File: src/rtl/ps2_pkg.sv
// ps2_pkg: set-2 scancodes, game-key indices and decoder states shared by the PS/2 key tracker
package ps2_pkg;
    localparam logic [7:0] SC_E0 = 8'hE0, SC_F0 = 8'hF0, SC_E1 = 8'hE1;
    localparam logic [7:0] SC_W = 8'h1D, SC_S = 8'h1B, SC_A = 8'h1C, SC_D = 8'h23;
    localparam logic [7:0] SC_SPACE = 8'h29, SC_ESC = 8'h76;
    localparam logic [7:0] SC_UP = 8'h75, SC_DOWN = 8'h72, SC_LEFT = 8'h6B, SC_RIGHT = 8'h74;
    localparam logic [2:0] KEY_UP = 3'd0, KEY_DOWN = 3'd1, KEY_LEFT = 3'd2, KEY_RIGHT = 3'd3;
    localparam logic [2:0] KEY_ACTION = 3'd4, KEY_ESC = 3'd5, KEY_NONE = 3'd7;
    typedef enum logic [1:0] {IDLE, EXT, BRK, EXTBRK} dec_state_t;
    // Arrow keys only count when E0-prefixed; the bare codes are keypad keys
    function automatic logic [2:0] key_index(input logic [7:0] code, input logic ext);
        return ext ? (code == SC_UP ? KEY_UP : code == SC_DOWN ? KEY_DOWN :
                      code == SC_LEFT ? KEY_LEFT : code == SC_RIGHT ? KEY_RIGHT : KEY_NONE)
                   : (code == SC_W ? KEY_UP : code == SC_S ? KEY_DOWN : code == SC_A ? KEY_LEFT :
                      code == SC_D ? KEY_RIGHT : code == SC_SPACE ? KEY_ACTION :
                      code == SC_ESC ? KEY_ESC : KEY_NONE);
    endfunction
endpackage

File: src/rtl/ps2_key_tracker_if.sv
// ps2_key_tracker_if: scancode stream from the receiver, key state and event pulses to the game
interface ps2_key_tracker_if;
    logic [7:0] scancode;
    logic       scancode_valid;
    logic [5:0] key_held;
    logic [3:0] move_pulse;
    logic       action_pulse;
    logic       esc_pulse;
    logic       unknown_pulse;
    modport master (output scancode, scancode_valid,
                    input key_held, move_pulse, action_pulse, esc_pulse, unknown_pulse);
    modport slave (input scancode, scancode_valid,
                   output key_held, move_pulse, action_pulse, esc_pulse, unknown_pulse);
endinterface

File: src/rtl/ps2_repeat_timer.sv
// ps2_repeat_timer: loadable down-counter; expire strobes on the last counted cycle, then it idles at 0
module ps2_repeat_timer #(
    parameter int W = 8
) (
    input  logic         CLOCK_50,
    input  logic         Reset,
    input  logic         load,
    input  logic [W-1:0] load_val,
    input  logic         stop,
    output logic         expire
);
    logic [W-1:0] cnt;
    assign expire = cnt == W'(1);
    always_ff @(posedge CLOCK_50)
        if (Reset || stop) cnt <= '0;
        else if (load) cnt <= load_val;
        else if (cnt != '0) cnt <= cnt - W'(1);
endmodule

File: src/rtl/ps2_key_tracker.sv
// ps2_key_tracker: set-2 make/break decoder driving held-key state and one-cycle game pulses.
// Define KEY_AUTOREPEAT_EN to build the movement auto-repeat timer.
module ps2_key_tracker
    import ps2_pkg::*;
#(
    parameter int REPEAT_DELAY   = 25_000_000,
    parameter int REPEAT_PERIOD  = 5_000_000,
    parameter int PREFIX_TIMEOUT = 500_000
) (
    input logic CLOCK_50,
    input logic Reset,
    ps2_key_tracker_if.slave bus
);
    localparam int PW = $clog2(PREFIX_TIMEOUT + 1);
    dec_state_t    state, state_n;
    logic [PW-1:0] ptimer;
    logic          make, brk, ext, is_dir, mk_new, bk;
    logic [2:0]    k;
    logic [7:0]    held8;
    logic [5:0]    held_n;
    logic [3:0]    dir_onehot, move_n;
    always_comb begin
        state_n = state;
        make = 1'b0;
        brk = 1'b0;
        ext = 1'b0;
        if (bus.scancode_valid)
            case (state)
                IDLE: begin
                    state_n = bus.scancode == SC_E0 ? EXT : bus.scancode == SC_F0 ? BRK : IDLE;
                    make = !(bus.scancode inside {SC_E0, SC_F0, SC_E1});
                end
                EXT: begin
                    state_n = bus.scancode == SC_F0 ? EXTBRK : bus.scancode == SC_E0 ? EXT : IDLE;
                    make = !(bus.scancode inside {SC_E0, SC_F0});
                    ext = 1'b1;
                end
                BRK: begin
                    state_n = IDLE;
                    brk = 1'b1;
                end
                default: begin
                    state_n = IDLE;
                    brk = 1'b1;
                    ext = 1'b1;
                end
            endcase
        else if (state != IDLE && ptimer == PW'(PREFIX_TIMEOUT - 1))
            state_n = IDLE;
    end
    assign k          = key_index(bus.scancode, ext);
    assign held8      = {2'b00, bus.key_held};
    assign is_dir     = k < KEY_ACTION;
    assign mk_new     = make && k != KEY_NONE && !held8[k];
    assign bk         = brk && k != KEY_NONE && held8[k];
    assign held_n     = (bus.key_held & ~(bk ? 6'(1) << k : 6'b0)) | (mk_new ? 6'(1) << k : 6'b0);
    assign dir_onehot = 4'(1) << k[1:0];
`ifdef KEY_AUTOREPEAT_EN
    localparam int CW = $clog2((REPEAT_DELAY > REPEAT_PERIOD ? REPEAT_DELAY : REPEAT_PERIOD) + 1);
    logic [1:0] active_dir, pri_dir;
    logic       dir_make, act_brk, expire, rep;
    assign dir_make = mk_new && is_dir;
    assign act_brk  = bk && is_dir && k[1:0] == active_dir;
    assign pri_dir  = held_n[0] ? 2'd0 : held_n[1] ? 2'd1 : held_n[2] ? 2'd2 : 2'd3;
    // A fresh make or a release of the active key pre-empts an expiry in the same cycle
    assign rep      = expire && !dir_make && !act_brk && bus.key_held[active_dir];
    ps2_repeat_timer #(.W(CW)) u_timer (
        .CLOCK_50,
        .Reset,
        .load    (dir_make || (act_brk && |held_n[3:0]) || rep),
        .load_val((dir_make || act_brk) ? CW'(REPEAT_DELAY) : CW'(REPEAT_PERIOD)),
        .stop    (act_brk && ~|held_n[3:0]),
        .expire
    );
    always_ff @(posedge CLOCK_50)
        if (Reset) active_dir <= 2'd0;
        else if (dir_make) active_dir <= k[1:0];
        else if (act_brk) active_dir <= pri_dir;
    assign move_n = dir_make ? dir_onehot : rep ? 4'(1) << active_dir : 4'b0;
`else
    assign move_n = (mk_new && is_dir) ? dir_onehot : 4'b0;
`endif
    always_ff @(posedge CLOCK_50)
        if (Reset) begin
            state             <= IDLE;
            ptimer            <= '0;
            bus.key_held      <= '0;
            bus.move_pulse    <= '0;
            bus.action_pulse  <= 1'b0;
            bus.esc_pulse     <= 1'b0;
            bus.unknown_pulse <= 1'b0;
        end else begin
            state             <= state_n;
            ptimer            <= (bus.scancode_valid || state_n == IDLE) ? '0 : ptimer + PW'(1);
            bus.key_held      <= held_n;
            bus.move_pulse    <= move_n;
            bus.action_pulse  <= mk_new && k == KEY_ACTION;
            bus.esc_pulse     <= mk_new && k == KEY_ESC;
            bus.unknown_pulse <= (make || brk) && k == KEY_NONE;
        end
endmodule

File: src/flat_wrapper.sv
// flat-port wrapper written by rule: the top's interface ports become plain ports
module ps2_key_tracker_flat import ps2_pkg::*;
#(
    parameter int REPEAT_DELAY   = 25_000_000,
    parameter int REPEAT_PERIOD  = 5_000_000,
    parameter int PREFIX_TIMEOUT = 500_000
)
  (CLOCK_50, Reset, bus_scancode, bus_scancode_valid, bus_key_held, bus_move_pulse, bus_action_pulse, bus_esc_pulse, bus_unknown_pulse);
  ps2_key_tracker_if bus_i ();
  input logic CLOCK_50;
  input logic Reset;
  input wire logic [$bits(bus_i.scancode)-1:0] bus_scancode;
  input wire logic [$bits(bus_i.scancode_valid)-1:0] bus_scancode_valid;
  output wire logic [$bits(bus_i.key_held)-1:0] bus_key_held;
  output wire logic [$bits(bus_i.move_pulse)-1:0] bus_move_pulse;
  output wire logic [$bits(bus_i.action_pulse)-1:0] bus_action_pulse;
  output wire logic [$bits(bus_i.esc_pulse)-1:0] bus_esc_pulse;
  output wire logic [$bits(bus_i.unknown_pulse)-1:0] bus_unknown_pulse;
  assign bus_i.scancode = bus_scancode;
  assign bus_i.scancode_valid = bus_scancode_valid;
  assign bus_key_held = bus_i.key_held;
  assign bus_move_pulse = bus_i.move_pulse;
  assign bus_action_pulse = bus_i.action_pulse;
  assign bus_esc_pulse = bus_i.esc_pulse;
  assign bus_unknown_pulse = bus_i.unknown_pulse;
  ps2_key_tracker #(.REPEAT_DELAY(REPEAT_DELAY), .REPEAT_PERIOD(REPEAT_PERIOD), .PREFIX_TIMEOUT(PREFIX_TIMEOUT)) u_core (.CLOCK_50(CLOCK_50), .Reset(Reset), .bus(bus_i));
endmodule
File: config.mk
export PLATFORM = sky130hd
export DESIGN_NAME = ps2_key_tracker_flat
export DESIGN_NICKNAME = d
export VERILOG_FILES = /design/src/rtl/ps2_pkg.sv /design/src/rtl/ps2_key_tracker_if.sv /design/src/rtl/ps2_repeat_timer.sv /design/src/rtl/ps2_key_tracker.sv /design/src/flat_wrapper.sv
export SDC_FILE = /design/constraint.sdc
export NUM_CORES = 1
export LEC_CHECK = 0
export CAP_MARGIN = 20
export CORE_UTILIZATION = 35
export CTS_BUF_LIST = sky130_fd_sc_hd__clkbuf_8
export DETAILED_ROUTE_END_ITERATION = 10
export PLACE_DENSITY = 0.55
export REMOVE_ABC_BUFFERS = 1
export SYNTH_ARGS = -nofsm -noshare
export SYNTH_HDL_FRONTEND = slang
export SYNTH_SLANG_ARGS = --single-unit
export TNS_END_PERCENT = 50
File: constraint.sdc
create_clock -name CLOCK_50 -period 1.6 [get_ports CLOCK_50]
set_input_delay 0.32 -clock CLOCK_50 [delete_from_list [all_inputs] [get_ports CLOCK_50]]
set_output_delay 0.32 -clock CLOCK_50 [all_outputs]
set_load 0.05 [all_outputs]
==> results.sh <==
export IMPL_hold_ws_ns=0.417
export IMPL_grt_pass1_vias=1485
export IMPL_top_usage_layer="met2"
export IMPL_dp_worst_setup_slack_ns=-0.732
export IMPL_die_w_um=71.9
export IMPL_setup_viol=0
export IMPL_clock_path_buffers=2
export IMPL_area_delta_synth_final_pct=48.9
export IMPL_use_met3_pct=4.44
export IMPL_drtIter0Drc=72
export IMPL_arrival_ns=1.72
export IMPL_use_met2_pct=26.9
export IMPL_period_minus_slack_ns=1.54
export IMPL_via_per_inst=4.98
export IMPL_finalPower_w=0.00164
export IMPL_worstMarginPinSlew_ns=0.354
export IMPL_slew_viol_final=0
export IMPL_cts_tree="built"
export IMPL_maxSlewHeadroom_pct=76.1
export IMPL_synthCells=189
export IMPL_wl_um=4020
export IMPL_yosys_warnings=0
export IMPL_dp_hpwl_um=2960
export IMPL_ys_flop_type="dfxtp_1"
export IMPL_dp_cells=313
export IMPL_grtUsageMet1_pct=21.1
export IMPL_yosys_top_cells_count="34 x dfxtp_1, 27 x nor2_1, 15 x nand2_1"
export IMPL_power_density_nw_per_um2=642
export IMPL_synth_edf_count=0
export IMPL_endpoint_kind="register"
export IMPL_syn_avg_cell_area_um2=9.06
export IMPL_drt_pass1_iterations=4
export IMPL_vias=1607
export IMPL_path_clk_slew_ns=0.07
export IMPL_min_path_type="register to register"
export IMPL_drive_above_1_share_pct=39.8
export IMPL_n_antenna_cell=0
export IMPL_ys_ff_latch=34
export IMPL_fin_cells=323
export IMPL_cts_root_buf="clkbuf_8"
export IMPL_crit_type="register to register"
export IMPL_skew_ns=0.00418
export IMPL_row_count=25
export IMPL_synthesis_area_um2=1710
export IMPL_grt_max_degree=20
export IMPL_clock_latency_ns=0.29
export IMPL_leakage_nw=0.994
export IMPL_ys_seq_area_share_pct=39.8
export IMPL_synth_top_area_cell="dfxtp_1"
export IMPL_setup_tns_ns=0
export IMPL_die_h_um=71.9
export IMPL_ios=24
export IMPL_cap_violations=0
export IMPL_nFillCells=449
export IMPL_cts_hold_buf=0
export IMPL_fin_ws_ns=0.0608
export IMPL_vdd_ir_drop_max_uv=298
export IMPL_core_region_area_um2=4720
export IMPL_initial_core_util_pct=36.2
export IMPL_nets=267
export IMPL_rsz0062_at_grt="yes"
export IMPL_synth_top_area_share_pct=39.8
export IMPL_grt_overflow=0
export IMPL_yosysMostFrequentCell="dfxtp_1"
export IMPL_portBuffers=23
export IMPL_critPathLaunchType="register"
export IMPL_antenna_left=0
export IMPL_grt_pass1_wl_um=6690
export IMPL_remaining_drc_errors=0
export IMPL_clock_sinks=34
export IMPL_timing_fmax_ghz=0.650
export IMPL_netlist_top_cells_area="dfxtp_1 40%, nor2_1 5.9%, xor2_1 5.1%, xnor2_1 4.1%, nand2_1 3.3%"
export IMPL_worst_ep_required_time_ns=1.78
export IMPL_gp_congestion=0.837
export IMPL_fin_crit_sh_pct=96.2
export IMPL_cts_htree_levels=2
export IMPL_wire_per_inst_um=12.4
export IMPL_outcome="complete, no violations"
export IMPL_async_flop_share_pct=0
export IMPL_cts_buffers=5
export IMPL_netlist_cell_type_count=51
export IMPL_final_hold_viol_count=0
export IMPL_grt_usage_pct=16.8
export IMPL_dieArea_um2=5170
export IMPL_crit_fanout=19
export IMPL_antenna_found_initial=0
worst paths after layout:
kind,startpoint,end,slack (ns),cells after the start
setup / recovery,u_core.ptimer[13],u_core.ptimer[8],0.06,6
hold / removal,u_core.ptimer[0],u_core.ptimer[0],0.42,1
setup reg to reg,u_core.ptimer[13],u_core.ptimer[8],0.06,6
hold reg to reg,u_core.ptimer[0],u_core.ptimer[0],0.42,1
area by class of cell:
class	count	area [um2]	area share, %
Clock buffer	6	82.6	3.24
Timing Repair Buffer	62	539	21.2
Inverter	3	11.3	0.442
Tap cell	67	83.8	3.29
Multi-Input combinational cell	149	1140	44.7
Clock inverter	2	8.76	0.344
Sequential cell	34	684	26.9
repair_timing:
item	4_1_cts	5_1_grt
endpoints found under the setup margin	34	28
pin swaps	5	4
setup buffers	2	0
resized for setup	41	26
cell usage in the layout (no fill, tap or decap), types with 2 or more instances in the layout:
master	n
buf_4	45
dfxtp_1	31
nor2_1	25
nand2_1	13
xor2_1	10
nor3_1	10
xnor2_1	8
and3_1	7
buf_2	7
buf_12	7
nand3_1	6
clkbuf_8	6
and3b_1	5
a21oi_1	5
nand2_2	4
inv_1	4
and4bb_1	3
o31ai_1	3
nor4_2	3
dfxtp_2	3
nor4b_2	2
and2_4	2
nand2b_1	2
nand3_2	2
o32ai_1	2
nand4_1	2
o41ai_2	2
critical path, stage by stage, from the launching register on:
cell and delay [ns]:
dfxtp_1 0.41, nand2_1 0.08, nor3_1 0.29, a41oi_4 0.19, o221ai_4 0.22, buf_12 0.18
nor2_1 0.06
per-layer routing:
metal / share of wire [%] / vias up / routed length (um)
met5: 0 / - / 0
met3: 2.9 / 12 / 117
met4: 2.7 / 0 / 110
li1: - / 831 / -
met2: 48 / 26 / 1920
met1: 47 / 738 / 1870
cells by family after synthesis:
| group | share of synthesized area (%) |
|---|---|
| AO/OA/AOI/OAI | 15.4 |
| AND/OR/NAND/NOR | 33.1 |
| adder cells (fa/ha/maj) | 0.731 |
| flip-flops | 39.8 |
| XOR/XNOR | 9.21 |
| buffers and inverters | 1.83 |
registers in the layout, indices dropped and copies added (netlist names):
signal                    flops
u_core.bus.unknown_pulse      1
u_core.bus.action_pulse       1
u_core.bus.esc_pulse          1
u_core.ptimer                19
u_core.bus.move_pulse         4
u_core.bus.key_held           6
u_core.state                  2
where the power goes:
part,internal (W),switching [W],total [W]
Clock,0.000340,0.000305,0.000646
Sequential,0.000848,0.00000177,0.000850
Combinational,0.0000686,0.0000729,0.000142
Total,0.00126,0.000380,0.00164
through the flow:
step                area [um2]  utilization, %
global placement          2340            49.5
global route              2550            54.0
floorplan                 1690               -
CTS                       2490            52.7
detailed placement        2340            49.5
finish                    2550            54.0
Power figures use the tool's default switching activity.
